===== src/rtl/accu_pkg.sv =====
// Shared constants and types for the 4-sample accumulate path (splitter and accumulator).
package accu_pkg;

  localparam int unsigned BYTE_W = 8;
  localparam int unsigned GROUP  = 4;
  localparam int unsigned IDX_W  = $clog2(GROUP);
  localparam int unsigned WORD_W = BYTE_W * GROUP;
  localparam int unsigned SUM_W  = BYTE_W + IDX_W;

  localparam logic [IDX_W-1:0] LAST_IDX = IDX_W'(GROUP - 1);

  typedef logic [BYTE_W-1:0] sample_t;
  typedef logic [WORD_W-1:0] word_t;
  typedef logic [SUM_W-1:0]  sum_t;

  typedef enum logic {
    StIdle,
    StSend
  } split_state_e;

  function automatic sample_t get_sample(input word_t word, input logic [IDX_W-1:0] idx);
    return word[BYTE_W*int'(idx) +: BYTE_W];
  endfunction

endpackage


===== src/rtl/accu_sum_tree.sv =====
// Combinational GROUP-input adder: unsigned sum of all samples of one packed word.
module accu_sum_tree
  import accu_pkg::*;
(
  input  logic [WORD_W-1:0] i_word,
  output logic [SUM_W-1:0]  o_sum
);

  // SUM_W is wide enough that the sum of GROUP full-scale samples never overflows.
  always_comb begin
    o_sum = '0;
    for (int i = 0; i < GROUP; i++) begin
      o_sum = o_sum + sum_t'(i_word[i*BYTE_W +: BYTE_W]);
    end
  end

endmodule


===== src/rtl/accu_splitter.sv =====
// Word-to-sample splitter: one packed word in, GROUP samples out, one per transfer.
// Optional word checksum output enabled by defining ACCU_SPLITTER_CHECKSUM_EN.
module accu_splitter
  import accu_pkg::*;
(
  input  logic              clk,
  input  logic              rst_n,
  input  logic [WORD_W-1:0] data_in,
  input  logic              valid_in,
  output logic              ready_in,
  output logic [BYTE_W-1:0] data_out,
  output logic              valid_out,
  input  logic              ready_out,
  output logic              last_out
`ifdef ACCU_SPLITTER_CHECKSUM_EN
  ,
  output logic [SUM_W-1:0]  sum_out
`endif
);

  split_state_e     r_state;
  logic [IDX_W-1:0] r_idx;
  word_t            r_word;

  logic w_busy;
  logic w_last;
  logic w_accept;

  assign w_busy   = (r_state == StSend);
  assign w_last   = w_busy && (r_idx == LAST_IDX);
  // Only taking a new word on the final sample transfer keeps r_word intact mid-word.
  assign ready_in = !w_busy || (ready_out && w_last);
  assign w_accept = valid_in && ready_in;

  assign valid_out = w_busy;
  assign last_out  = w_last;
  assign data_out  = get_sample(r_word, r_idx);

  always_ff @(posedge clk or negedge rst_n) begin
    if (!rst_n) begin
      r_state <= StIdle;
      r_idx   <= '0;
      r_word  <= '0;
    end else begin
      case (r_state)
        StIdle: begin
          if (w_accept) begin
            r_word  <= data_in;
            r_idx   <= '0;
            r_state <= StSend;
          end
        end
        StSend: begin
          if (ready_out) begin
            if (w_last) begin
              r_idx <= '0;
              if (w_accept) begin
                r_word <= data_in;
              end else begin
                r_state <= StIdle;
              end
            end else begin
              r_idx <= r_idx + 1'b1;
            end
          end
        end
        default: begin
          r_state <= StIdle;
          r_idx   <= '0;
        end
      endcase
    end
  end

`ifdef ACCU_SPLITTER_CHECKSUM_EN
  logic [SUM_W-1:0] w_sum;
  logic [SUM_W-1:0] r_sum;

  accu_sum_tree u_sum_tree (
    .i_word (data_in),
    .o_sum  (w_sum)
  );

  always_ff @(posedge clk or negedge rst_n) begin
    if (!rst_n) begin
      r_sum <= '0;
    end else if (w_accept) begin
      r_sum <= w_sum;
    end
  end

  assign sum_out = r_sum;
`endif

endmodule

===== config.mk =====
export PLATFORM = sky130hd
export DESIGN_NAME = accu_splitter
export DESIGN_NICKNAME = d
export VERILOG_FILES = /design/src/rtl/accu_pkg.sv /design/src/rtl/accu_sum_tree.sv /design/src/rtl/accu_splitter.sv
export SDC_FILE = /design/constraint.sdc
export NUM_CORES = 1
export LEC_CHECK = 0
export CORE_MARGIN = 5
export CORE_UTILIZATION = 30
export CTS_CLUSTER_DIAMETER = 120
export DETAILED_ROUTE_END_ITERATION = 10
export GPL_TIMING_DRIVEN = 0
export PLACE_DENSITY_LB_ADDON = 0.08
export SLEW_MARGIN = 40
export SYNTH_ARGS = -nofsm -noshare
export SYNTH_HDL_FRONTEND = slang
export SYNTH_SLANG_ARGS = --single-unit

===== constraint.sdc =====
create_clock -name clk -period 1.6 [get_ports clk]
set_input_delay 0.32 -clock clk [delete_from_list [all_inputs] [get_ports clk]]
set_output_delay 0.32 -clock clk [all_outputs]
set_load 0.01 [all_outputs]

==> flow_metrics.py, run 1 <==
metrics = {
    "critical_path": {
        "r2r_start": "r_idx[0]",
        "path_class": "reg2out",
        "critPathLaunch": "r_idx[0]",
        "crit_family": "multiplexers",
        "cp_data_arrival_time_ns": 1.52,
        "critical_path.endpoint_type": "output port",
        "r2r_setup_slack_ns": -0.04,
        "cpPeakStageDelay_ns": 0.53,
        "path_buf_inv": 2,
        "worstPathMaxFanout": 5,
        "worstPathRequired_ns": 1.28,
        "reg2reg_depth": 7,
        "start_kind": "flip-flop",
        "r2r_end": "r_word[8]",
        "critPathCapture": "data_out[4]",
        "crit_chain": "buf_8 -> mux4_2 -> buf_6",
        "critPathSlowestCell": "mux4_2",
        "crit_cells": 3,
    },
    "grt": {
        "track_usage": 0.132,
        "grt_antenna_before_repair": 0,
        "first_global_vias": 1599,
        "grt_pass1_wl_microns": 8670,
        "gr-total-overflow": 0,
        "grt_max_degree": 19,
    },
    "pwr": {
        "power_mw": 5.07,
        "ir_drop_mv": 0.463,
        "p_leak_nw": 1.26,
        "power.density_nw_per_um2": 1790,
    },
    "clocking": {
        "clk_pin_slew_ns": 0.06,
        "htreeDepth": 2,
        "root_buffer": "clkbuf_8",
        "clock_sinks": 35,
        "cts_buffer_depth": 2,
        "clkLatencyLatePin_ns": 0.29,
        "cts_tree": "yes",
        "cts_buffers": 5,
    },
    "synth": {
        "synth_seq_cells": 35,
        "synth_top_family_by_area": "compound AO/OA/AOI/OAI gates",
        "synth_fa_ha_area_frac": 0.00623,
        "ys_seq_area_frac": 0.436,
        "synth_compound_area_frac": 0.267,
        "netlist_area_sq_um": 2010,
        "postSynthAreaPerCell_sq_um": 12.1,
        "synth_warnings": 0,
        "synthDistinctLibCells": 20,
        "synthMuxAreaShare": 0.0947,
        "synthSimpleGateAreaFrac": 0.0773,
        "synth-xor-area-share": 0,
        "netlist_instances": 166,
        "synth_nets": 203,
    },
    "sta": {
        "fin_skew_ns": 0.00641,
        "hold_slack_ns": 0.282,
        "drv_slew": 0,
        "relSlewSlack": 0.682,
        "setup_ws_ns": -0.243,
        "setup_viol": 37,
        "finalHoldViolCount": 0,
        "post-route-period-util": 1.15,
        "final.setup.tns_ns": -2.44,
        "fmax_ghz": 0.542,
        "tightest_slew_ns": 0.478,
        "rsz0062_at_grt": "yes",
        "min_period_ns": 1.84,
    },
    "finish": {
        "finalNonFillerCells": 305,
        "nets": 264,
        "multi_input_area_sq_um": 917,
        "area_growth_pct": 41.1,
        "ff_latch_area_sq_um": 878,
        "diodes": 0,
        "fin_area_sq_um": 2830,
        "final_util": 0.441,
        "layout_common_cells": "clkdlybuf4s50_1 (33), dfrtp_1 (33), inv_1 (32), nand2_1 (32), o32ai_2 (30)",
        "drive_above_1_share": 0.368,
        "fill_cells": 616,
    },
    "routing": {
        "viasPerCell": 4.82,
        "drc": 0,
        "drtIter0Drc": 52,
        "vias": 1470,
        "routed_wl_microns": 5200,
        "dr.pass1.iters": 4,
        "antenna_left": 0,
        "routedWlPerCell_microns": 17.1,
    },
    "floorplanning": {
        "coreArea_sq_um": 6420,
        "die_w_microns": 91.8,
        "dieArea_sq_um": 8430,
        "dieHeight_microns": 91.8,
        "start_util": 0.313,
        "ios": 47,
        "fp-row-count": 29,
    },
    "placed_design": {
        "place_hpwl_microns": 3780,
        "placed_cell_area_sq_um": 2580,
        "globalplace.congestion": 0.748,
        "dp_cells": 289,
        "portBuffers": 45,
        "post-place-ws_ns": -0.736,
    },
    "run_status": {
        "violations": "setup timing",
        "status": "complete, but fails checks",
    },
    "worst_hold_path": {
        "whs_path_depth": 2,
        "hold_path.class": "in2reg",
    },
    "flow_run": {
        "drv_cap": 0,
    },
}
[synth_stat cells]
library cell / n / area (sq um)
mux2i_1: 1 / 10.0
ha_1: 1 / 12.5
and2_1: 1 / 6.26
and3_4: 1 / 11.3
a21boi_2: 1 / 11.3
inv_2: 1 / 3.75
or2_1: 1 / 6.26
buf_6: 5 / 56.3
nand2_1: 32 / 120
a32o_1: 2 / 20.0
buf_4: 3 / 22.5
inv_1: 32 / 120
mux4_2: 8 / 180
and2b_1: 1 / 7.51
clkbuf_1: 4 / 15.0
dfrtp_1: 35 / 876
o32ai_1: 2 / 17.5
buf_2: 4 / 20.0
nor2_1: 1 / 3.75
o32ai_2: 30 / 488
[timing repair]
| item | in CTS | in global routing |
|---|---|---|
| resized for setup | 62 | 8 |
| endpoints found under the setup margin | 11 | 11 |
| setup buffers | 5 | 2 |
| hold buffers | 1 | 0 |
| hold endpoints to repair | 11 | 0 |
| cloned | 1 | 0 |
| pin swaps | 2 | 1 |
[state kept, by name (all words and copies together), names as in the netlist]
signal / flops
r_word: 32
r_idx: 2
valid_out: 1
[routing by layer]
metal	GRT usage	wire (microns)	vias to the layer above	part of all wire
li1	-	-	703	-
met1	0.176	2330	729	0.45
met4	0.0408	66	0	0.013
met3	0.0295	238	8	0.046
met5	0	0	-	0
met2	0.215	2560	30	0.49
[worst reg2reg max path: cells and delay by family (launching register included)]
kind	cells	cell delay, ns
buffers and inverters	4	0.53
AND/OR/NAND/NOR	1	0.14
flip-flops	1	0.45
adder cells (fa/ha/maj)	1	0.16
AO/OA/AOI/OAI	1	0.26
[kinds of logic after synthesis]
group	Yosys count
AO/OA/AOI/OAI	35
adder cells (fa/ha/maj)	1
buffers and inverters	49
multiplexers	9
AND/OR/NAND/NOR	37
flip-flops	35
[worst min path at each step]
stage,startpoint,to
5_1_grt,valid_in,valid_out
2_1_floorplan,rst_n,r_idx[0]
3_3_place_gp,r_word[12],r_word[12]
3_5_place_dp,rst_n,r_word[5]
4_1_cts,valid_in,valid_out
6_report,valid_in,valid_out
[area by class of cell]
cell class                      instances  share of cell area
Inverter                               33              0.0437
Tap cell                               77              0.0340
Timing Repair Buffer                   54               0.198
Multi-Input combinational cell         82               0.324
Sequential cell                        35               0.310
Buffer                                 16              0.0552
Clock buffer                            8              0.0353
[power by group]
group	switching (mW)	internal (mW)	leakage (nW)	total [mW]
Clock	0.315	0.393	0.0515	0.708
Sequential	0.297	1.32	0.423	1.62
Combinational	1.05	1.70	0.780	2.75
Total	1.66	3.41	1.26	5.07
(Power assumes the default switching activity.)
==> run 2: changes to the inputs <==
--- a/config.mk
+++ b/config.mk
@@ -11,7 +11,7 @@
 export DETAILED_ROUTE_END_ITERATION = 10
 export GPL_TIMING_DRIVEN = 0
 export PLACE_DENSITY_LB_ADDON = 0.08
-export SLEW_MARGIN = 40
+export SLEW_MARGIN = 5
 export SYNTH_ARGS = -nofsm -noshare
 export SYNTH_HDL_FRONTEND = slang
 export SYNTH_SLANG_ARGS = --single-unit
==> flow_metrics.py, run 2 (synthesis gave the netlist of run 1 again) <==
metrics = {
    "run_status": {
        "status": "complete, but fails checks",
        "violations": "setup timing",
    },
    "placed_design": {
        "place_hpwl_microns": 3720,
        "portBuffers": 45,
        "post-place-ws_ns": -0.739,
        "dp_cells": 288,
        "globalplace.congestion": 0.748,
        "placed_cell_area_sq_um": 2550,
    },
    "finish": {
        "mostFrequentLayoutCell": "dfrtp_1",
        "diodes": 0,
        "fin_area_sq_um": 2790,
        "drive_above_1_share": 0.364,
        "registers.top_by_ff_count": "r_word",
        "layout_common_cells": "dfrtp_1 (34), clkdlybuf4s50_1 (33), inv_1 (32), nand2_1 (32), o32ai_2 (30)",
        "area_growth_pct": 38.8,
        "final_util": 0.434,
        "finalNonFillerCells": 305,
        "largest_reg_flops": 32,
        "nets": 266,
    },
    "clocking": {
        "cts_buffers": 5,
        "cts_buffer_depth": 2,
        "root_buffer": "clkbuf_8",
        "cts_tree": "yes",
        "clkLatencyLatePin_ns": 0.29,
        "clk_pin_slew_ns": 0.07,
        "htreeDepth": 2,
        "clock_sinks": 35,
    },
    "worst_hold_path": {
        "hold_path.class": "in2async",
    },
    "sta": {
        "min_period_ns": 1.88,
        "hold_slack_ns": 0.108,
        "drv_slew": 0,
        "fmax_ghz": 0.532,
        "setup_ws_ns": -0.280,
        "rsz0062_at_grt": "yes",
        "finalHoldViolCount": 0,
        "fin_skew_ns": 0.00478,
        "setup_viol": 40,
        "relSlewSlack": 0.477,
        "post-route-period-util": 1.17,
        "tightest_slew_ns": 0.785,
    },
    "grt": {
        "gr-total-overflow": 0,
        "grt_max_degree": 36,
        "first_global_vias": 1656,
        "grt_pass1_wl_microns": 8710,
        "grt_antenna_before_repair": 0,
        "track_usage": 0.132,
    },
    "routing": {
        "routed_wl_microns": 5110,
        "routedWlPerCell_microns": 16.7,
        "drtIter0Drc": 76,
        "dr.pass1.iters": 4,
        "drc": 0,
        "viasPerCell": 4.87,
        "antenna_left": 0,
        "vias": 1485,
    },
    "critical_path": {
        "crit_chain": "buf_8 -> buf_8 -> mux4_2 -> buf_6",
        "path_class": "reg2out",
        "worstPathMaxFanout": 4,
        "critical_path.endpoint_type": "output port",
        "cpMostUsedCell": "buf_8",
        "start_kind": "flip-flop",
        "critPathSlowestCell": "mux4_2",
        "crit_family": "multiplexers",
        "cpPeakStageDelay_ns": 0.51,
        "path_buf_inv": 3,
        "worstPathRequired_ns": 1.28,
        "cp_data_arrival_time_ns": 1.56,
    },
    "floorplanning": {
        "coreArea_sq_um": 6420,
        "dieHeight_microns": 91.8,
        "die_w_microns": 91.8,
        "ios": 47,
        "dieArea_sq_um": 8430,
        "fp-row-count": 29,
        "start_util": 0.313,
    },
    "pwr": {
        "power.density_nw_per_um2": 1790,
        "p_leak_nw": 1.24,
        "ir_drop_mv": 0.452,
    },
    "flow_run": {
        "drv_cap": 0,
    },
}
run 2: changes by cell type in the layout (fill, tap and decap cells not counted):
cell,before,now
clkbuf_8,7,5
and2_4,1,0
buf_4,5,8
buf_16,1,0
clkbuf_4,0,1
buf_6,14,13
buf_2,5,7
and2_1,0,1
dlygate4sd3_1,1,0
dfrtp_1,33,34
clkbuf_2,1,0
dfrtp_2,2,1
run 2: worst paths after layout:
kind                       startpoint  slack, ns  depth (start not counted)          end
setup / recovery             r_idx[0]      -0.28                          4  data_out[3]
hold / removal                  rst_n       0.11                          1    r_word[5]
setup reg to reg             r_idx[0]      -0.11                          8    r_word[0]
hold reg to reg            r_word[12]       0.55                          2   r_word[12]
max in group asynchronous       rst_n       0.93                          1    valid_out
min in group clk             valid_in       0.28                          2    valid_out
run 2: timing repair:
action / in CTS / in global routing
resized for setup: 59 / 9
pin swaps: 1 / 1
setup endpoints to repair: 11 / 11
hold endpoints to repair: 0 / 0
buffers inserted: 7 / 4
hold buffers: 0 / 0
run 2: metal layers:
metal  global-route usage  share of wire  vias to the layer above
met2                0.216           0.51                       48
met1                0.168           0.42                      721
met5                    0              0                        -
met3               0.0434          0.069                        5
li1                     -              -                      711
met4               0.0334         0.0088                        0
run 2: where the power goes:
group / internal (mW) / leakage [nW] / switching [mW]
clock network: 0.290 / 0.0371 / 0.304
registers: 1.32 / 0.425 / 0.273
logic: 1.74 / 0.781 / 1.07
total: 3.35 / 1.24 / 1.65
run 2: cell type report:
type | count | area [sq um]
plain buffers | 16 | 155
clock buffers | 6 | 72.6
fillers | 624 | 3630
inverters | 33 | 124
multi-input cells | 82 | 915
flip-flops and latches | 35 | 877
well taps | 77 | 96.3
repair buffers | 56 | 548
run 2: worst register-to-register path, cell delays in order (launching register included):
cell and delay [ns]:
dfrtp_1 0.40, buf_4 0.14, buf_6 0.11, ha_4 0.16, buf_4 0.14, and3_4 0.14, buf_6 0.13, buf_12 0.14
o32ai_2 0.26
run 2: through the flow:
step / TNS [ns] / power, mW
after global placement: -28.43 / 4.00
after floorplan: 0 / 3.19
final: -5.23 / 4.99
after global routing: -7.19 / 5.35
after CTS: -2.45 / 4.93
after detailed placement: -8.53 / 4.08
